$ cat src/rtl/fetch_stage.sv
// Instruction fetch stage: one outstanding imem request at a time, next PC chosen from the branch predictor.
// Fetched words and their prediction metadata are buffered in a small FIFO for decode; ROB redirects flush it.
module fetch_stage #(
    parameter int          GH       = 8,
    parameter int          FQ_DEPTH = 4,
    parameter logic [31:0] RESET_PC = 32'h0000_0000
) (
    input  logic          clock,
    input  logic          reset,

    output logic          predict_req_valid_o,
    output logic [31:0]   predict_req_pc_o,
    output logic          predict_req_used_o,
    input  logic          predict_taken_i,
    input  logic [31:0]   predict_target_i,
    input  logic [GH-1:0] predict_ghr_snapshot_i,

    output logic          imem_req_valid_o,
    output logic [31:0]   imem_req_addr_o,
    input  logic          imem_req_ready_i,
    input  logic          imem_resp_valid_i,
    input  logic [31:0]   imem_resp_data_i,

    input  logic          redirect_valid_i,
    input  logic [31:0]   redirect_pc_i,

    output logic          fq_out_valid_o,
    input  logic          fq_out_ready_i,
    output logic [31:0]   fq_out_inst_o,
    output logic [31:0]   fq_out_pc_o,
    output logic          fq_out_pred_taken_o,
    output logic [31:0]   fq_out_pred_target_o,
    output logic [GH-1:0] fq_out_ghr_o
);

    localparam int AW = $clog2(FQ_DEPTH);

    typedef enum logic [1:0] {
        IDLE  = 2'd0,
        WAIT  = 2'd1,
        DRAIN = 2'd2
    } state_t;

    state_t        state_q, state_d;
    logic [31:0]   pc_q, pc_d;

    logic [31:0]   pend_pc_q, pend_pc_d;
    logic          pend_taken_q, pend_taken_d;
    logic [31:0]   pend_target_q, pend_target_d;
    logic [GH-1:0] pend_ghr_q, pend_ghr_d;

    logic [AW:0]   wptr_q, wptr_d;
    logic [AW:0]   rptr_q, rptr_d;

    logic [31:0]   fq_inst_q   [FQ_DEPTH];
    logic [31:0]   fq_inst_d   [FQ_DEPTH];
    logic [31:0]   fq_pc_q     [FQ_DEPTH];
    logic [31:0]   fq_pc_d     [FQ_DEPTH];
    logic          fq_taken_q  [FQ_DEPTH];
    logic          fq_taken_d  [FQ_DEPTH];
    logic [31:0]   fq_target_q [FQ_DEPTH];
    logic [31:0]   fq_target_d [FQ_DEPTH];
    logic [GH-1:0] fq_ghr_q    [FQ_DEPTH];
    logic [GH-1:0] fq_ghr_d    [FQ_DEPTH];

    logic          fq_full;
    logic          fq_empty;
    logic          fire;
    logic          eff_taken;
    logic [31:0]   next_pc;
    logic          push;
    logic          pop;

    // Pointers carry a wrap bit so full and empty are distinguishable without a separate count.
    always_comb begin
        fq_empty = (wptr_q == rptr_q);
        fq_full  = (wptr_q[AW] != rptr_q[AW]) && (wptr_q[AW-1:0] == rptr_q[AW-1:0]);
    end

    always_comb begin
        imem_req_valid_o    = (state_q == IDLE) && !redirect_valid_i && !fq_full;
        imem_req_addr_o     = pc_q;
        predict_req_valid_o = imem_req_valid_o;
        predict_req_pc_o    = pc_q;
        fire                = imem_req_valid_o && imem_req_ready_i;
        predict_req_used_o  = fire;
        eff_taken           = predict_taken_i && (predict_target_i != 32'd0);
        next_pc             = eff_taken ? predict_target_i : pc_q + 32'd4;
        push                = (state_q == WAIT) && imem_resp_valid_i && !redirect_valid_i;
        pop                 = !fq_empty && fq_out_ready_i && !redirect_valid_i;
    end

    always_comb begin
        state_d       = state_q;
        pc_d          = pc_q;
        pend_pc_d     = pend_pc_q;
        pend_taken_d  = pend_taken_q;
        pend_target_d = pend_target_q;
        pend_ghr_d    = pend_ghr_q;
        if (redirect_valid_i) begin
            pc_d = redirect_pc_i;
            // An outstanding request must still be drained before a new one can go out.
            case (state_q)
                WAIT:    state_d = imem_resp_valid_i ? IDLE : DRAIN;
                DRAIN:   state_d = imem_resp_valid_i ? IDLE : DRAIN;
                default: state_d = IDLE;
            endcase
        end else begin
            case (state_q)
                IDLE: begin
                    if (fire) begin
                        pend_pc_d     = pc_q;
                        pend_taken_d  = eff_taken;
                        pend_target_d = next_pc;
                        pend_ghr_d    = predict_ghr_snapshot_i;
                        pc_d          = next_pc;
                        state_d       = WAIT;
                    end
                end
                WAIT: begin
                    if (imem_resp_valid_i) state_d = IDLE;
                end
                DRAIN: begin
                    if (imem_resp_valid_i) state_d = IDLE;
                end
                default: state_d = IDLE;
            endcase
        end
    end

    always_comb begin
        wptr_d      = wptr_q;
        rptr_d      = rptr_q;
        fq_inst_d   = fq_inst_q;
        fq_pc_d     = fq_pc_q;
        fq_taken_d  = fq_taken_q;
        fq_target_d = fq_target_q;
        fq_ghr_d    = fq_ghr_q;
        if (redirect_valid_i) begin
            wptr_d = '0;
            rptr_d = '0;
        end else begin
            if (push) begin
                fq_inst_d[wptr_q[AW-1:0]]   = imem_resp_data_i;
                fq_pc_d[wptr_q[AW-1:0]]     = pend_pc_q;
                fq_taken_d[wptr_q[AW-1:0]]  = pend_taken_q;
                fq_target_d[wptr_q[AW-1:0]] = pend_target_q;
                fq_ghr_d[wptr_q[AW-1:0]]    = pend_ghr_q;
                wptr_d = wptr_q + {{AW{1'b0}}, 1'b1};
            end
            if (pop) begin
                rptr_d = rptr_q + {{AW{1'b0}}, 1'b1};
            end
        end
    end

    always_comb begin
        fq_out_valid_o       = !fq_empty;
        fq_out_inst_o        = fq_inst_q[rptr_q[AW-1:0]];
        fq_out_pc_o          = fq_pc_q[rptr_q[AW-1:0]];
        fq_out_pred_taken_o  = fq_taken_q[rptr_q[AW-1:0]];
        fq_out_pred_target_o = fq_target_q[rptr_q[AW-1:0]];
        fq_out_ghr_o         = fq_ghr_q[rptr_q[AW-1:0]];
    end

    always_ff @(posedge clock) begin
        if (reset) begin
            state_q       <= IDLE;
            pc_q          <= RESET_PC;
            pend_pc_q     <= '0;
            pend_taken_q  <= 1'b0;
            pend_target_q <= '0;
            pend_ghr_q    <= '0;
            wptr_q        <= '0;
            rptr_q        <= '0;
            for (int i = 0; i < FQ_DEPTH; i++) begin
                fq_inst_q[i]   <= '0;
                fq_pc_q[i]     <= '0;
                fq_taken_q[i]  <= 1'b0;
                fq_target_q[i] <= '0;
                fq_ghr_q[i]    <= '0;
            end
        end else begin
            state_q       <= state_d;
            pc_q          <= pc_d;
            pend_pc_q     <= pend_pc_d;
            pend_taken_q  <= pend_taken_d;
            pend_target_q <= pend_target_d;
            pend_ghr_q    <= pend_ghr_d;
            wptr_q        <= wptr_d;
            rptr_q        <= rptr_d;
            fq_inst_q     <= fq_inst_d;
            fq_pc_q       <= fq_pc_d;
            fq_taken_q    <= fq_taken_d;
            fq_target_q   <= fq_target_d;
            fq_ghr_q      <= fq_ghr_d;
        end
    end

endmodule
$ cat config.mk
export PLATFORM = sky130hd
export DESIGN_NAME = fetch_stage
export DESIGN_NICKNAME = d
export VERILOG_FILES = /design/src/rtl/fetch_stage.sv
export SDC_FILE = /design/constraint.sdc
export NUM_CORES = 1
export LEC_CHECK = 0
export ABC_AREA = 1
export CORE_UTILIZATION = 25
export CTS_BUF_LIST = sky130_fd_sc_hd__clkbuf_2 sky130_fd_sc_hd__clkbuf_4 sky130_fd_sc_hd__clkbuf_8
export CTS_CLUSTER_DIAMETER = 120
export DETAILED_ROUTE_END_ITERATION = 12
export PLACE_DENSITY = 0.46
export SLEW_MARGIN = 20
export SYNTH_ARGS = -nofsm -noshare
export SYNTH_HDL_FRONTEND = slang
export SYNTH_SLANG_ARGS = --single-unit
export TNS_END_PERCENT = 100
$ cat constraint.sdc
create_clock -name clock -period 2.2 [get_ports clock]
set_clock_uncertainty 0.05 [all_clocks]
set_input_delay 0.66 -clock clock [delete_from_list [all_inputs] [get_ports clock]]
set_output_delay 0.66 -clock clock [all_outputs]
set_load 0.05 [all_outputs]
==> reports/summary.txt, run 1 <==
Number of DRC markers in iteration 0 = 1,680
Syn Area/Cell = 6.91 um^2
Layout Cells excl Fill = 5,152
Most frequent cells in the layout = 789 x nand2_1, 511 x nand3_1, 507 x dfxtp_1, 499 x a21oi_1, 184 x nor2_1
Antenna viol nets, final = 0
Post-synth cell types = 24
HP Class = in -> reg
CTS Root Cell = clkbuf_8
Vias in the first global route = 24,300
Area leader, netlist = dfxtp_1
Die area = 97,600 um^2
Core area = 95,200 um^2
Mapped Cells = 3,483
Area share of the largest cell type after synthesis = 44.3%
Fmax = 0.353 GHz
Setup CP Type = reg -> out
Drt first pass iters = 5
Worst EP arrival = 2.12 ns
Vias per cell = 4.90
P&R area growth vs syn = 52.1%
First-pass GRT wire length = 157 mm
Placed cell area = 31,900 um^2
Hold-fix buffers, CTS = 0
Share of layout cells above drive strength 1 = 25.0%
Worst-Margin Slew = 0.564 ns
Worst-Skew Late Latency = 0.73 ns
Vias = 25,200
LEAKAGE = 13.4 nW
Clk pin slew, worst setup/hold paths = 0.06 ns
Synth warn = 0
Largest net degree at the start of global routing = 103
CP Capture Type = output pin
Maximum VDD drop = 0.000436 V
Port bufs = 283
Final design utilization = 38.5%
Post-route setup slack = -0.631 ns
Slew HR = 62.4%
Mapped cell area = 24,100 um^2
Syn Nets = 3,602
PD cells = 650 nW/um^2
CTS sink cnt = 533
GR Overflow Total = 0
Tcrit/Tclk final = 129%
Synth area leaders = dfxtp_1 44%, nand2_1 12%, nand3_1 11%
IO Pins = 284
Slew Viols, Final = 0
Hpwl dp = 64.9 mm
Initial antenna violation count = 2
CTS tree = yes
Clk buf depth = 3
Worst R2R Path Depth = 11
Startpoint Class = flop
Net count, final = 3,922
Site row count = 113
Detailed-route DRC error count = 0
Largest fanout on the critical path = 8
Die H = 312 um
Hold depth = 2
Layout Cell Area excl Fill = 36,600 um^2
DP Cell Count = 4,917
Wire per inst = 20.2 um
Status = finished, violations left
GPL Wtd Cong = 0.864
Violated checks = setup timing
Fin crit period = 2.83 ns
Seq/Total Area, Yosys = 44.3%
Post-Route WL = 104 mm
H-tree levels = 3
Most common cell after layout, fill and taps aside = nand2_1
Clock buffer count from CTS = 101
Tot GR Track Use = 20.8%
Initial Util = 25.3%
Final hold vios = 0
CP Data Required Time = 1.49 ns
Chip width = 312 um
Setup violations, final = 109
Synth Register Bits = 533
Max_cap viols = 0
RSZ-0062 raised after global routing = true
logic make-up (layout without fill, tap and decap cells):
kind of cell	after synthesis	in the layout	share of synthesized area, %
buffers and inverters	473	876	8.39
AND/OR/NAND/NOR	1591	1591	27.6
adder cells (fa/ha/maj)	8	8	0.416
AO/OA/AOI/OAI	861	861	18.7
other	0	1	0
XOR/XNOR	17	17	0.650
flip-flops	533	533	44.3
repair_timing:
item                       4_1_cts  5_1_grt
setup endpoints to repair      169      200
pin swaps                       26       31
setup buffers                   13       17
gates cloned                    17       10
resized for setup              367      233
Yosys cell counts:
library cell and n:
and2_1 1, nand2_1 794, nor2_2 1, nand3_2 1
o211ai_1 1, ha_1 8, xnor2_1 14, inv_2 1
dfxtp_1 533, a21oi_1 499, nand3b_1 3, o21a_1 21
xor2_1 2, xnor2_2 1, o21ai_0 235, clkinv_1 1
buf_4 39, buf_2 79, o22ai_1 105, clkbuf_1 210
nor2_1 279, nand3_1 512, inv_1 138, buf_1 5
routing by layer:
metal / vias up / GRT usage, % / wire length, um
li1: 12300 / - / -
met1: 12100 / 28.2 / 47500
met2: 663 / 34.2 / 49700
met3: 120 / 2.80 / 4840
met4: 0 / 5.84 / 2050
met5: - / 0 / 0
registers in the layout, summed over array words and instances (netlist names), 4 cells and up:
signal           count
fq_ghr_q            32
pend_pc_q           32
pend_target_q       32
imem_req_addr_o     32
fq_taken_q           4
fq_pc_q            128
fq_target_q        128
pend_ghr_q           8
fq_inst_q          128
power breakdown:
part | leakage, nW | internal (mW) | total (mW) | switching [mW]
registers | 4.32 | 9.81 | 10.1 | 0.284
logic | 7.81 | 1.15 | 2.83 | 1.68
clock network | 1.22 | 6.29 | 10.9 | 4.60
per-stage QoR:
| step | total power [mW] | hold slack, ns | setup WS, ns | setup TNS (ns) |
|---|---|---|---|---|
| global route | 24.7 | 0.213 | -0.718 | -72.38 |
| finish | 23.8 | 0.244 | -0.631 | -62.66 |
| floorplan | 11.6 | 0.387 | -0.00461 | -0.00461 |
| detailed placement | 13.0 | 0.398 | -0.691 | -123.78 |
| CTS | 24.1 | 0.179 | -0.736 | -79.40 |
| global placement | 13.0 | 0.394 | -0.701 | -126.59 |
area by class of cell:
| cell class | count | area [um^2] |
|---|---|---|
| Clock buffer | 169 | 2110 |
| Clock inverter | 17 | 168 |
| Multi-Input combinational cell | 2477 | 13900 |
| Inverter | 140 | 553 |
| Timing Repair inverter | 1 | 11.3 |
| Antenna cell | 1 | 2.50 |
| Tap cell | 1265 | 1580 |
| Timing Repair Buffer | 549 | 7560 |
| Fill cell | 9849 | 58500 |
| Sequential cell | 533 | 10700 |
worst paths after layout:
path	to	from	slack (ns)
max reg2reg	imem_req_addr_o[6]$_SDFFE_PP0P_	rptr_q[0]$_SDFFE_PP0P_	0.16
min	pend_pc_q[18]$_SDFFE_PP0P_	reset	0.24
max	fq_out_pc_o[16]	rptr_q[0]$_SDFFE_PP0P_	-0.63
min reg2reg	fq_target_q[46]$_SDFFE_PP0P_	fq_target_q[46]$_SDFFE_PP0P_	0.41
critical path, stage by stage, from the launching register on:
cell and delay [ns]:
dfxtp_4 0.36, buf_12 0.16, inv_16 0.11, clkbuf_16 0.18
buf_12 0.16, nor2_4 0.05, o22ai_4 0.21, buf_12 0.17
(Power assumes the default switching activity.)
==> run 2: changes to the inputs <==
--- a/config.mk
+++ b/config.mk
@@ -6,6 +6,7 @@
 export NUM_CORES = 1
 export LEC_CHECK = 0
 export ABC_AREA = 1
+export CAP_MARGIN = 20
 export CORE_UTILIZATION = 25
 export CTS_BUF_LIST = sky130_fd_sc_hd__clkbuf_2 sky130_fd_sc_hd__clkbuf_4 sky130_fd_sc_hd__clkbuf_8
 export CTS_CLUSTER_DIAMETER = 120
==> results of run 2 <==
The final DEF is identical to that of run 1; final timing and power are the same.
==> run 3: changes to the inputs <==
--- a/config.mk
+++ b/config.mk
@@ -12,6 +12,7 @@
 export CTS_CLUSTER_DIAMETER = 120
 export DETAILED_ROUTE_END_ITERATION = 12
 export PLACE_DENSITY = 0.46
+export SKIP_CTS_REPAIR_TIMING = 1
 export SLEW_MARGIN = 20
 export SYNTH_ARGS = -nofsm -noshare
 export SYNTH_HDL_FRONTEND = slang
==> reports/summary.txt, run 3 (same netlist as run 1, synthesis figures left out) <==
Status = finished, violations left
Violated checks = setup timing
Clk buf depth = 3
CP Capture Type = output pin
Die area = 97,600 um^2
GPL Wtd Cong = 0.864
Area of the multi-input gates = 13,100 um^2
P&R area growth vs syn = 43.7%
Register Area = 10,700 um^2
Core area = 95,200 um^2
Final hold vios = 0
Fin crit period = 2.85 ns
Hold WS = 0.243 ns
Tcrit/Tclk final = 130%
Most common cell after layout, fill and taps aside = nand2_1
IO Pins = 284
Die H = 312 um
Startpoint Class = flop
Hold wc startpoint = reset
Post-Route WL = 99.7 mm
Setup violations, final = 135
CP Data Required Time = 1.49 ns
Largest fanout on the critical path = 11
Tot Pwr = 23.7 mW
Vias per cell = 4.88
Grt met2 use = 32.5%
Post-route setup slack = -0.652 ns
Wire per inst = 19.5 um
Maximum VDD drop = 0.000432 V
CTS tree = yes
Most common cell on crit path = buf_12
Share of layout cells above drive strength 1 = 19.9%
Largest net degree at the start of global routing = 103
PD cells = 684 nW/um^2
Met3 usage = 2.71%
CTS Root Cell = clkbuf_8
Top Usage Layer GRT = met2
CTS sink cnt = 533
Setup CP Type = reg -> out
Initial Util = 25.3%
Clock buffer count from CTS = 101
Critical path buffers and inverters = 5
Worst Setup SP = rptr_q[1]$_SDFFE_PP0P_
Worst-Skew Late Latency = 0.73 ns
First-pass GRT wire length = 152 mm
Met1 global-route usage = 27.2%
Max_cap viols = 0
RSZ-0062 raised after global routing = true
Reg-to-reg critical path startpoint = rptr_q[0]$_SDFFE_PP0P_
Vias in the first global route = 24,000
Port bufs = 283
Net count, final = 3,880
Slew HR = 62.4%
Worst EP arrival = 2.14 ns
GR Overflow Total = 0
LEAKAGE = 12.7 nW
Crit-path cells = clkinv_2 -> buf_12 -> buf_12 -> buf_12 -> o21ai_0 -> o22ai_4 -> buf_12
Slowest CP cell = dfxtp_4
Max stage delay on crit path = 0.39 ns
Fmax = 0.351 GHz
Worst-Margin Slew = 0.564 ns
Drt first pass iters = 6
CP delay by family, top = buffers and inverters
Number of DRC markers in iteration 0 = 1,605
Antenna viol nets, final = 0
Hpwl dp = 64.9 mm
Top flop regs = fq_inst_q: 128 flops, fq_pc_q: 128 flops, fq_target_q: 128 flops
Initial antenna violation count = 2
Site row count = 113
Vias = 24,900
Slew Viols, Final = 0
HP Class = in -> reg
H-tree levels = 3
Most frequent cells in the layout = 789 x nand2_1, 531 x dfxtp_1, 511 x nand3_1, 499 x a21oi_1, 257 x nor2_1
Chip width = 312 um
Tot GR Track Use = 20.0%
Detailed-route DRC error count = 0
Filler instances = 10,000
Clk pin slew, worst setup/hold paths = 0.06 ns
## run 3: layout make-up
type / instances / share of cell area (%)
Antenna cell: 1 / 0.00723
Clock buffer: 169 / 6.11
Clock inverter: 17 / 0.485
Inverter: 140 / 1.56
Multi-Input combinational cell: 2477 / 38.0
Sequential cell: 533 / 30.9
Tap cell: 1265 / 4.58
Timing Repair Buffer: 508 / 18.4
## run 3: metrics by stage
step | utilization (%) | setup TNS [ns] | cells | worst slack [ns] | cell area, um^2
floorplan | - | -0.00461 | 3483 | -0.00461 | 25600
global placement | 33.5 | -126.59 | 4917 | -0.701 | 31900
detailed placement | 33.5 | -123.78 | 4917 | -0.691 | 31900
CTS | 35.9 | -92.14 | 5103 | -0.912 | 34200
global route | 36.4 | -81.28 | 5110 | -0.759 | 34600
finish | 36.4 | -65.10 | 5110 | -0.652 | 34600
## run 3: path summary, 6_finish.rpt
check                                    end  slack, ns  cells after the start
max                          fq_out_pc_o[13]      -0.65                      7
max reg2reg  imem_req_addr_o[6]$_SDFFE_PP0P_       0.13                     11
min               pend_pc_q[18]$_SDFFE_PP0P_       0.24                      2
min reg2reg         fq_pc_q[45]$_SDFFE_PP0P_       0.40                      2
## run 3: metal layers
| metal | routed length (um) | part of all wire, % | vias to the layer above |
|---|---|---|---|
| met5 | 0 | 0 | - |
| met4 | 2230 | 2.2 | 0 |
| met3 | 4410 | 4.4 | 130 |
| met2 | 47000 | 47 | 594 |
| met1 | 46000 | 46 | 12000 |
| li1 | - | - | 12200 |
## run 3: report_power, final
| part | total (mW) | switching, mW | internal (mW) |
|---|---|---|---|
| Combinational | 2.74 | 1.66 | 1.08 |
| Sequential | 10.1 | 0.270 | 9.80 |
| Clock | 10.9 | 4.58 | 6.29 |
